--- src/rtl/if_fetch_unit_if.sv ---
// Bundle between the fetch unit and its surroundings: hazard/redirect
// controls, the instruction-memory port and the IF/ID latch outputs.
interface if_fetch_unit_if #(
  parameter int B      = 32,
  parameter int ADDR_W = 7
);
  logic              stall;
  logic              flush;
  logic              pc_src;
  logic [B-1:0]      branch_target;
  logic              jump;
  logic [B-1:0]      jump_target;
  logic [ADDR_W-1:0] imem_addr;
  logic [B-1:0]      imem_data;
  logic [B-1:0]      instruction_out;
  logic [B-1:0]      pc_incrementado_out;
  logic              valid_out;
  logic              halted;
  logic [B-1:0]      pc_out;

  // Fetch unit side.
  modport master (
    input  stall, flush, pc_src, branch_target, jump, jump_target, imem_data,
    output imem_addr, instruction_out, pc_incrementado_out, valid_out, halted, pc_out
  );

  // Environment side: hazard unit, ID stage, instruction memory, IF/ID latch.
  modport slave (
    output stall, flush, pc_src, branch_target, jump, jump_target, imem_data,
    input  imem_addr, instruction_out, pc_incrementado_out, valid_out, halted, pc_out
  );
endinterface

--- src/rtl/if_fetch_unit.sv ---
// Instruction-fetch stage: owns the PC, addresses a synchronous-read
// instruction memory and feeds the enable-less IF/ID latch, handling
// stall replay, flush NOP injection, branch/jump redirect and halt.
module if_fetch_unit #(
  parameter int         B           = 32,
  parameter int         ADDR_W      = 7,
  parameter logic [5:0] HALT_OPCODE = 6'b111111,
  parameter logic [B-1:0] NOP       = '0
) (
  input logic            clk,
  input logic            reset,
  if_fetch_unit_if.master bus
);

  localparam logic [1:0] S_FILL = 2'd0;
  localparam logic [1:0] S_RUN  = 2'd1;
  localparam logic [1:0] S_HALT = 2'd2;

  logic [1:0]   state_q, state_d;
  logic [B-1:0] pc_q, pc_d;
  logic [B-1:0] pc_plus1;
  logic         halt_hit;

  assign pc_plus1 = pc_q + 1'b1;

  // The word on imem_data belongs to pc_q; a halt only counts when that
  // word is really being delivered (not flushed, not replayed).
  assign halt_hit = (state_q == S_RUN) && (bus.imem_data[31:26] == HALT_OPCODE)
                    && !bus.flush && !bus.stall;

  // Next PC and next state selection.
  always_comb begin
    // NOTE: every signal written here gets a default first so no path
    // leaves it unassigned and no latch is inferred; blocking '=' is the
    // right assignment inside combinational logic.
    pc_d    = pc_q;
    state_d = state_q;
    unique case (state_q)
      S_FILL: begin
        pc_d    = '0;
        state_d = S_RUN;
      end
      S_RUN: begin
        if (bus.stall)         pc_d = pc_q;
        else if (halt_hit)     pc_d = pc_plus1;
        else if (bus.jump)     pc_d = bus.jump_target;
        else if (bus.pc_src)   pc_d = bus.branch_target;
        else                   pc_d = pc_plus1;
        if (halt_hit) state_d = S_HALT;
      end
      S_HALT: begin
        pc_d = pc_q;
      end
      default: begin
        pc_d    = '0;
        state_d = S_FILL;
      end
    endcase
    if (reset) begin
      pc_d    = '0;
      state_d = S_FILL;
    end
  end

  // PC and state registers with synchronous reset folded into pc_d/state_d.
  always_ff @(posedge clk) begin
    // NOTE: sequential state uses non-blocking '<=' so every register
    // samples its inputs from the same edge, independent of statement order.
    pc_q    <= pc_d;
    state_q <= state_d;
  end

  // IF/ID outputs depend only on registered state plus flush/imem_data.
  always_comb begin
    bus.instruction_out = NOP;
    bus.valid_out       = 1'b0;
    bus.halted          = 1'b0;
    if (state_q == S_RUN) begin
      bus.instruction_out = bus.flush ? NOP : bus.imem_data;
      bus.valid_out       = !bus.flush;
    end else if (state_q == S_HALT) begin
      bus.halted = 1'b1;
    end
  end

  assign bus.imem_addr           = pc_d[ADDR_W-1:0];
  assign bus.pc_incrementado_out = pc_plus1;
  assign bus.pc_out              = pc_q;

endmodule
--- src/flat_wrapper.sv ---
// flat-port wrapper written by rule: the top's interface ports become plain ports
module if_fetch_unit_flat 
#(
  parameter int         B           = 32,
  parameter int         ADDR_W      = 7,
  parameter logic [5:0] HALT_OPCODE = 6'b111111,
  parameter logic [B-1:0] NOP       = '0
)
  (clk, reset, bus_stall, bus_flush, bus_pc_src, bus_branch_target, bus_jump, bus_jump_target, bus_imem_data, bus_imem_addr, bus_instruction_out, bus_pc_incrementado_out, bus_valid_out, bus_halted, bus_pc_out);
  if_fetch_unit_if #(.B(B), .ADDR_W(ADDR_W)) bus_i ();
  input logic clk;
  input logic reset;
  input wire logic [$bits(bus_i.stall)-1:0] bus_stall;
  input wire logic [$bits(bus_i.flush)-1:0] bus_flush;
  input wire logic [$bits(bus_i.pc_src)-1:0] bus_pc_src;
  input wire logic [$bits(bus_i.branch_target)-1:0] bus_branch_target;
  input wire logic [$bits(bus_i.jump)-1:0] bus_jump;
  input wire logic [$bits(bus_i.jump_target)-1:0] bus_jump_target;
  input wire logic [$bits(bus_i.imem_data)-1:0] bus_imem_data;
  output wire logic [$bits(bus_i.imem_addr)-1:0] bus_imem_addr;
  output wire logic [$bits(bus_i.instruction_out)-1:0] bus_instruction_out;
  output wire logic [$bits(bus_i.pc_incrementado_out)-1:0] bus_pc_incrementado_out;
  output wire logic [$bits(bus_i.valid_out)-1:0] bus_valid_out;
  output wire logic [$bits(bus_i.halted)-1:0] bus_halted;
  output wire logic [$bits(bus_i.pc_out)-1:0] bus_pc_out;
  assign bus_i.stall = bus_stall;
  assign bus_i.flush = bus_flush;
  assign bus_i.pc_src = bus_pc_src;
  assign bus_i.branch_target = bus_branch_target;
  assign bus_i.jump = bus_jump;
  assign bus_i.jump_target = bus_jump_target;
  assign bus_i.imem_data = bus_imem_data;
  assign bus_imem_addr = bus_i.imem_addr;
  assign bus_instruction_out = bus_i.instruction_out;
  assign bus_pc_incrementado_out = bus_i.pc_incrementado_out;
  assign bus_valid_out = bus_i.valid_out;
  assign bus_halted = bus_i.halted;
  assign bus_pc_out = bus_i.pc_out;
  if_fetch_unit #(.B(B), .ADDR_W(ADDR_W), .HALT_OPCODE(HALT_OPCODE), .NOP(NOP)) u_core (.clk(clk), .reset(reset), .bus(bus_i));
endmodule
--- config.mk ---
export PLATFORM = sky130hd
export DESIGN_NAME = if_fetch_unit_flat
export DESIGN_NICKNAME = d
export VERILOG_FILES = /design/src/rtl/if_fetch_unit_if.sv /design/src/rtl/if_fetch_unit.sv /design/src/flat_wrapper.sv
export SDC_FILE = /design/constraint.sdc
export NUM_CORES = 1
export LEC_CHECK = 0
export BUFFER_PORTS_ARGS = -buffer_cell sky130_fd_sc_hd__buf_4
export CAP_MARGIN = 10
export CORE_MARGIN = 1.5
export CORE_UTILIZATION = 43
export CTS_CLUSTER_DIAMETER = 30
export DETAILED_ROUTE_END_ITERATION = 7
export PLACE_DENSITY_LB_ADDON = 0.1
export SYNTH_ARGS = -nofsm -noshare
export SYNTH_HDL_FRONTEND = slang
export SYNTH_SLANG_ARGS = --single-unit
--- constraint.sdc ---
create_clock -name clk -period 2.56 [get_ports clk]
set_clock_uncertainty 0.15 [all_clocks]
set_input_delay 0.128 -clock clk [delete_from_list [all_inputs] [get_ports clk]]
set_output_delay 0.128 -clock clk [all_outputs]
set_load 0.1 [all_outputs]
==> flow_summary.toml <==
[hold_path]
min_path_cells = 3
worst_hold_startpoint = "reset"
hold_path_class = "in -> reg"
min_to = "u_core.bus.pc_out[17]"

[worst_setup_path]
r2r_cells = 7
worstPathRequired_ns = 2.28
crit_path_cell_trace = "inv_2 > ha_4 > and3b_2 > and4_4 > or3_1 > o211ai_1 > a221oi_4 > buf_12"
cp_max_fo = 5
reg2reg_from = "u_core.state_q[0]"
critPathTopFamily = "simple AND/OR/NAND/NOR gates"
crit_type = "reg -> out"
critPathArrivalTime_ns = 2.29
r2r_slack_ns = 0.24
slowest_delay_ns = 0.40
critPathSlowestCell = "a221oi_4"
cp-end-kind = "output port"
cp.depth = 8
startpoint_type = "flip-flop"
cp_num_buf_inv = 2
rr_endpoint = "u_core.bus.pc_out[31]"

[synth]
synth_cell_types = 60
synth_flop_cell = "dfxtp_1"
post_synth.cell_area_avg_um2 = 7.471
ys_warn_count = 0
async_reset_ff_share_pct = 0
synth_top_cell_by_area = "dfxtp_1"
synth.area.top_cells = "dfxtp_1 22%, and2_1 8.0%, a21oi_1 6.2%, xnor2_1 6.0%, o22ai_1 5.5%"
synth_fp_nets = 517
synth_cells = 410
synth_edf_count = 0
ys_seq_area_share_pct = 22.22
yosysTopAreaCellShare_pct = 22.22
syn_area_um2 = 3063
ys_seq_elements = 34

[layout]
num-fill-cells = 438
drive_above_1_share_pct = 52.77
finalNonFillerCells = 727
syn2layout_area_growth_pct = 89.13
num_antenna_cells = 0
nets = 737

[sta]
maxSlewViolCount = 0
finalCritPeriodShare_pct = 100.4
worst_pin_slew_ns = 0.7163
fin_ws_ns = -0.009141
fmaxAchievable_mhz = 389.2
hold_viol = 0
period_needed_ns = 2.569
rsz0062_at_grt = "yes"
setup_viol = 1
maxSlewHeadroom_pct = 52.13

[power_and_ir_drop]
leakagePower_nw = 2.689
vdd_ir_drop_max_uv = 571.7
p_per_area_nw_per_um2 = 562.1

[detailed_routing]
num_vias = 4348
postRouteAntennaNets = 0
initialDrtViolationCount = 378
drt_wl_total_um = 13510
drt_first_pass_iters = 5
viasPerCell = 5.981
drc = 0
wl_per_cell_um = 18.59

[global_routing]
grt_max_degree = 33
gr-usage-all-layers_pct = 33.43
grt_antenna_before_repair = 0
first_global_vias = 4099
overflow = 0
grt_pass1_wl_um = 20060

[cts]
htreeDepth = 2
cts_buffer_depth = 2
cts_inserted_buffers = 5
cts.sinks = 34
clk_root_buffer_cell = "clkbuf_8"
cts_tree = "built"
clk_pin_slew_ns = 0.08
worstSkewPairLatency_ns = 0.30

[placement]
placedCellCount = 700
place_ws_ns = 0.1663
port_buffers = 206
gp_congestion = 0.9139
hpwl_um = 9891

[floorplanning]
die_h_um = 87.40
boundaryPins = 207
fp.dieArea_um2 = 7639
core_um2 = 6832
start_util_pct = 44.84
fp.dieW_um = 87.40
fp-row-count = 30

[outcome]
status = "finished with violations"
violations = "setup timing"

[run]
cap_viol_max_count = 0
## cell type report
cell class              count  area, um^2  share of cell area (%)
well taps                  96       120.1                   2.073
repair buffers            239        1866                   32.20
clock buffers               6       72.57                   1.253
multi-input cells         337        2915                   50.32
clock inverters             2       8.758                  0.1512
flip-flops and latches     34       762.0                   13.15
inverters                  13       48.80                  0.8423
## cells in the mapped netlist, types with 4 or more instances
cell	number
buf_2	5
and4_1	6
o22ai_1	27
o21ai_1	11
clkbuf_1	20
a22o_1	5
a21o_1	13
dfxtp_1	34
nand3b_1	4
inv_1	12
nand3_1	12
nand4_1	11
a31oi_1	6
nor2_1	9
nand2_1	33
and2_1	39
nand2b_1	6
xnor2_1	21
nor3_1	6
a221oi_1	4
xor2_1	5
o21ai_0	14
a21oi_1	38
ha_1	5
a32o_1	4
## cell usage in the layout (no fill, tap or decap), types with 4 or more instances in the layout
cell        n
inv_1      11
clkbuf_8    5
nand2b_1    6
buf_12      4
dfxtp_1     7
nand3b_1    4
o22ai_1    27
nand3_1    11
xnor2_4    21
a22o_1      5
a21o_1     13
buf_4     229
buf_6       5
xor2_4      4
nor3_1      5
o21ai_1    11
a31oi_1     6
nor2_1      6
a32o_1      4
nand2_1    32
a21oi_1    35
dfxtp_4    19
nand4_1    11
and4_1      4
and2_1     39
dfxtp_2     8
o21ai_0    11
## per-layer routing
metal / GRT usage, % / wire length (um)
met5: 0 / 0
met4: 12.12 / 359
met3: 6.256 / 1353
met2: 60.63 / 6857
met1: 38.84 / 4944
## worst max-delay path by stage
stage / start / to
after floorplan: u_core.bus.pc_out[2] / u_core.bus.pc_out[6]
after global placement: u_core.state_q[1] / bus_imem_addr[2]
after detailed placement: u_core.state_q[1] / bus_imem_addr[2]
after CTS: u_core.state_q[1] / bus_imem_addr[2]
after global routing: u_core.state_q[1] / bus_imem_addr[2]
final: u_core.state_q[1] / bus_imem_addr[2]
## flip-flops by register name (all words and copies together) (netlist names)
| signal | count |
|---|---|
| u_core.state_q | 2 |
| u_core.bus.pc_out | 32 |
## report_power, final
part	switching, mW	total [mW]	internal, mW
clock	0.226	0.413	0.188
combinational	1.56	2.18	0.622
sequential	0.0901	0.662	0.572
## timing repair
action,in CTS,in global routing
pin swaps,5,9
gates cloned,1,0
hold buffers,1,0
resized for setup,14,17
buffers inserted,2,15
setup endpoints to repair,8,19
endpoints found under the hold margin,8,0
## worst min-delay path, stage by stage
cell     delay, ns
buf_4         0.10
nor2b_1       0.04
a32o_1        0.19
## stage by stage
| stage | TNS (ns) | total power [mW] | util, % | cell area, um^2 | hold WS [ns] |
|---|---|---|---|---|---|
| 2_1_floorplan | -11.52 | 2.290 | - | 3802 | 0.2304 |
| 3_3_place_gp | 0 | 2.720 | 79.58 | 5436 | 0.2354 |
| 3_5_place_dp | 0 | 2.765 | 79.58 | 5436 | 0.2401 |
| 4_1_cts | 0 | 3.191 | 82.22 | 5617 | 0.05956 |
| 5_1_grt | -0.1322 | 3.356 | 84.80 | 5793 | 0.06983 |
| 6_report | -0.009141 | 3.256 | 84.80 | 5793 | 0.05713 |
## cells by family (layout without fill, tap and decap cells)
logic type                 Yosys count  in the layout  synth area share (%)
buffers and inverters               40            260                 5.106
adders and majority gates            5              5                 2.042
AOI/OAI and AO/OA                  143            143                 29.90
muxes                                2              2                0.6536
and+or+nand+nor                    160            161                 32.64
DFF                                 34             34                 22.22
xor gates and xnor gates            26             26                 7.435
No activity file was read; power rests on OpenSTA's default activity.
